<file path="config.mk">
export PLATFORM = sky130hd
export DESIGN_NAME = am74ls139_seq
export DESIGN_NICKNAME = d
export VERILOG_FILES = /design/src/rtl/am74ls139_seq.sv
export SDC_FILE = /design/constraint.sdc
export NUM_CORES = 1
export LEC_CHECK = 0
export BUFFER_PORTS_ARGS = -buffer_cell sky130_fd_sc_hd__buf_4
export CAP_MARGIN = 20
export CORE_AREA = 4 4 41 43
export DETAILED_ROUTE_END_ITERATION = 16
export DIE_AREA = 0 0 45 47
export PLACE_DENSITY_LB_ADDON = 0.3
export SYNTH_ARGS = -nofsm -noshare
export SYNTH_HDL_FRONTEND = slang
export SYNTH_SLANG_ARGS = --single-unit
</file>
<file path="constraint.sdc">
create_clock -name clk_i -period 3.19 [get_ports clk_i]
set_input_delay 0.957 -clock clk_i [delete_from_list [all_inputs] [get_ports clk_i]]
set_output_delay 0.957 -clock clk_i [all_outputs]
set_load 0.02 [all_outputs]
</file>
<file path="src/rtl/am74ls139_seq.sv">
// Registered one-hot-low decoder with an index register.
// The index can hold, load, count up or count down, with a programmable wrap point.
// A terminal-count flag warns that the next enabled edge will wrap.
module am74ls139_seq #(
  parameter int unsigned SELW = 2,
  parameter int unsigned LAST = (1 << SELW) - 1
) (
  input  logic                    clk_i,
  input  logic                    rst_i,
  input  logic                    g_n_i,
  input  logic [1:0]              mode_i,
  input  logic [SELW-1:0]         sel_i,
  output logic [(1 << SELW)-1:0]  y_o,
  output logic [SELW-1:0]         idx_o,
  output logic                    tc_o
);

  localparam int unsigned NOUT = 1 << SELW;
  localparam logic [SELW-1:0] LastIdx = LAST[SELW-1:0];

  typedef enum logic [1:0] {
    ModeHold = 2'b00,
    ModeLoad = 2'b01,
    ModeUp   = 2'b10,
    ModeDown = 2'b11
  } mode_e;

  mode_e           mode;
  logic [SELW-1:0] idx_q, idx_d;

  assign mode  = mode_e'(mode_i);
  assign idx_o = idx_q;

  // Next index: only moves when enabled; an index above LastIdx wraps to 0 when counting up
  // and decrements normally when counting down.
  always_comb begin
    idx_d = idx_q;
    if (!g_n_i) begin
      unique case (mode)
        ModeHold: idx_d = idx_q;
        ModeLoad: idx_d = sel_i;
        ModeUp:   idx_d = (idx_q >= LastIdx) ? '0 : idx_q + 1'b1;
        ModeDown: idx_d = (idx_q == '0) ? LastIdx : idx_q - 1'b1;
        default:  idx_d = idx_q;
      endcase
    end
  end

  // Index register; reset clears it immediately without waiting for a clock.
  always_ff @(posedge clk_i or posedge rst_i) begin
    if (rst_i) begin
      idx_q <= '0;
    end else begin
      idx_q <= idx_d;
    end
  end

  // Decode: all outputs high unless enabled and out of reset, then only y[idx] is low.
  always_comb begin
    y_o = {NOUT{1'b1}};
    if (!g_n_i && !rst_i) begin
      for (int unsigned i = 0; i < NOUT; i++) begin
        if (idx_q == i[SELW-1:0]) begin
          y_o[i] = 1'b0;
        end
      end
    end
  end

  // Terminal count: the next enabled count edge wraps.
  always_comb begin
    tc_o = 1'b0;
    if (!g_n_i && !rst_i) begin
      unique case (mode)
        ModeUp:   tc_o = (idx_q >= LastIdx);
        ModeDown: tc_o = (idx_q == '0);
        default:  tc_o = 1'b0;
      endcase
    end
  end

endmodule
</file>
==> metrics.txt <==
critical path's slowest cell=nor2_1; Largest register FFs=2; worst r2r path cells=5; endpoints failing setup=0; GP Congestion=0.760; largest family of logic cells by synthesized area=compound AO/OA/AOI/OAI gates; Filler cells=151; Mapped Cells=29; Worst VDD drop=0.000254 V; register area share after synthesis=20.4%; max incr delay on CP=0.26 ns; fmax=380 MHz; syn avg cell area=8.46 um2; CTS tree=built; Worst Clk Skew=0.000460 ns; Root Buffer Master=clkbuf_4; router iterations before antenna repair=2; Synth Area in XOR/XNOR=3.57%; crit-path cells=buf_4 > nor2_1 > nand2_1 > nor2_1 > buf_4; Row Count=13; # diodes=0; Least-Margin Pin Slew=0.319 ns; footprint of the multi-input gates=176 um2; Startpoint Class=primary input; Synth area leaders=ha_1 26%, dfrtp_1 20%, nand2_1 7.7%, a211oi_2 5.1%, inv_1 4.6%; vias in the first global route=269; full die area=2120 um2; most frequent cells in the layout=13 x buf_4, 5 x nand2_1, 5 x ha_1, 3 x inv_1, 3 x clkbuf_4; final setup TNS=0 ns; nets=58; leading area contributor after synthesis=ha_1; Power Total=191 uW; layout cells sized above 1=38.6%; type of the worst min-delay path=in -> async; post-route ant nets=0; Max Slew Vio Count=0; maximum clock insertion buffer count=2; initial antenna violation count=0; clock sink count=2; grt ovf=0; Iteration-0 DRC Markers=1; IO Pins=14; residual DRC count=0; # Max-Cap Violations=0; Req. time, crit path=2.23 ns; worst-path fanout max=5; chip width=45 um; # Post-CTS Setup Buffers=0; FF+latch count, synth=2; Max-slew headroom=78.7%; Starting Density=18.8%; hold_buf cts=0; Worst-Skew Late Latency=0.22 ns; Die H=47 um; outcome=finished clean; Crit Path Class=in -> out; Power Dens Cells=508 nW/um2; dpl cells=56; non-filler cells, final=59; yosys synthesis warning count=0; first-pass GRT wire length=1020 um; shortest period the worst path allows=2.63 ns; CTS resizes=0; syn_nets=41; top-area cell type share of the netlist area=25.5%; post-synthesis compound-gate area fraction=25.5%; post-detail-place hpwl=473 um; htree depth=1; Mapped Area=245 um2; final WL=603 um; Final Hold Violating Endpoints=0; total CTS buffers=3; Synth-to-Final Area Change=53.6%; largest net degree at the start of global routing=8; Worst-path clk slew=0.03 ns; RSZ-0062 raised after global routing=no; commonest non-fill, non-tap cell in the layout=buf_4; Tcrit/Tclk final=82.5%; Setup crit end kind=output pin; GRT Total Usage=6.64%; wire length per cell=10.2 um; Cell variety after synth=16; vias=246; Worst EP arrival=1.67 ns; simple-gate area share of the yosys netlist=13.3%; Final Util=28.9%; register area=50.0 um2; drt via density=4.17; multiplexer area fraction after synthesis=4.08%; Core ar.=1300 um2; Lkg Pwr=0.000189 uW; synthesized-area fraction occupied by adder cells=25.5%; port bufs=13
## metal layers
layer	track usage [%]	up-vias	share of wire (%)	routed length (um)
li1	-	128	-	-
met1	8.18	110	45	270
met2	10.5	8	48	287
met3	0.766	0	7.6	46
met4	5.26	0	0	0
met5	0	-	0	0
## worst paths after layout
check | startpoint | slack, ns | endpoint
min reg2reg | idx_o[1] | 0.61 | idx_o[1]
min in group clk_i | idx_o[1] | 0.61 | idx_o[1]
max in group asynchronous | rst_i | 2.49 | idx_o[1]
max reg2reg | idx_o[0] | 1.76 | idx_o[1]
min | rst_i | 0.60 | idx_o[0]
max | g_n_i | 0.56 | tc_o
## Yosys cell counts
library cell and n:
nand2_1 5, nand2b_1 1, xnor2_1 1, dfrtp_1 2, inv_1 3, mux2i_1 1, a21o_1 1, o211ai_1 1
a21oi_1 2, o2bb2ai_1 1, a211oi_2 1, ha_1 5, nor2_1 2, buf_4 1, a32oi_1 1, o21bai_1 1
## per-stage QoR
step / hold WS, ns / cell area, um2 / setup slack, ns
final: 0.596 / 377 / 0.560
after global routing: 0.598 / 377 / 0.481
after CTS: 0.587 / 377 / 0.557
after detailed placement: 0.600 / 354 / 0.557
after global placement: 0.608 / 354 / 0.568
after floorplan: 0.676 / 245 / 0.707
## power breakdown
part / switching [uW] / internal (uW)
Clock: 14.2 / 41.5
Sequential: 10.9 / 32.2
Combinational: 49.7 / 43.0
Total: 74.8 / 117
## kinds of logic after synthesis
family | after synthesis
compound gates | 8
xor+xnor | 1
fa+ha+maj | 5
buf+inv | 4
flops | 2
mux | 1
simple gates | 8
## layout make-up
cell class | instances | area share, %
Inverter | 3 | 2.99
Multi-Input combinational cell | 23 | 46.8
Clock buffer | 3 | 5.98
Timing Repair Buffer | 13 | 25.9
Sequential cell | 2 | 13.3
Tap cell | 15 | 4.98
## worst max-delay path: cells and delay by family
kind / cells / cell delay (ns)
buffers and inverters: 2 / 0.27
and+or+nand+nor: 3 / 0.44
Power figures use the tool's default switching activity.
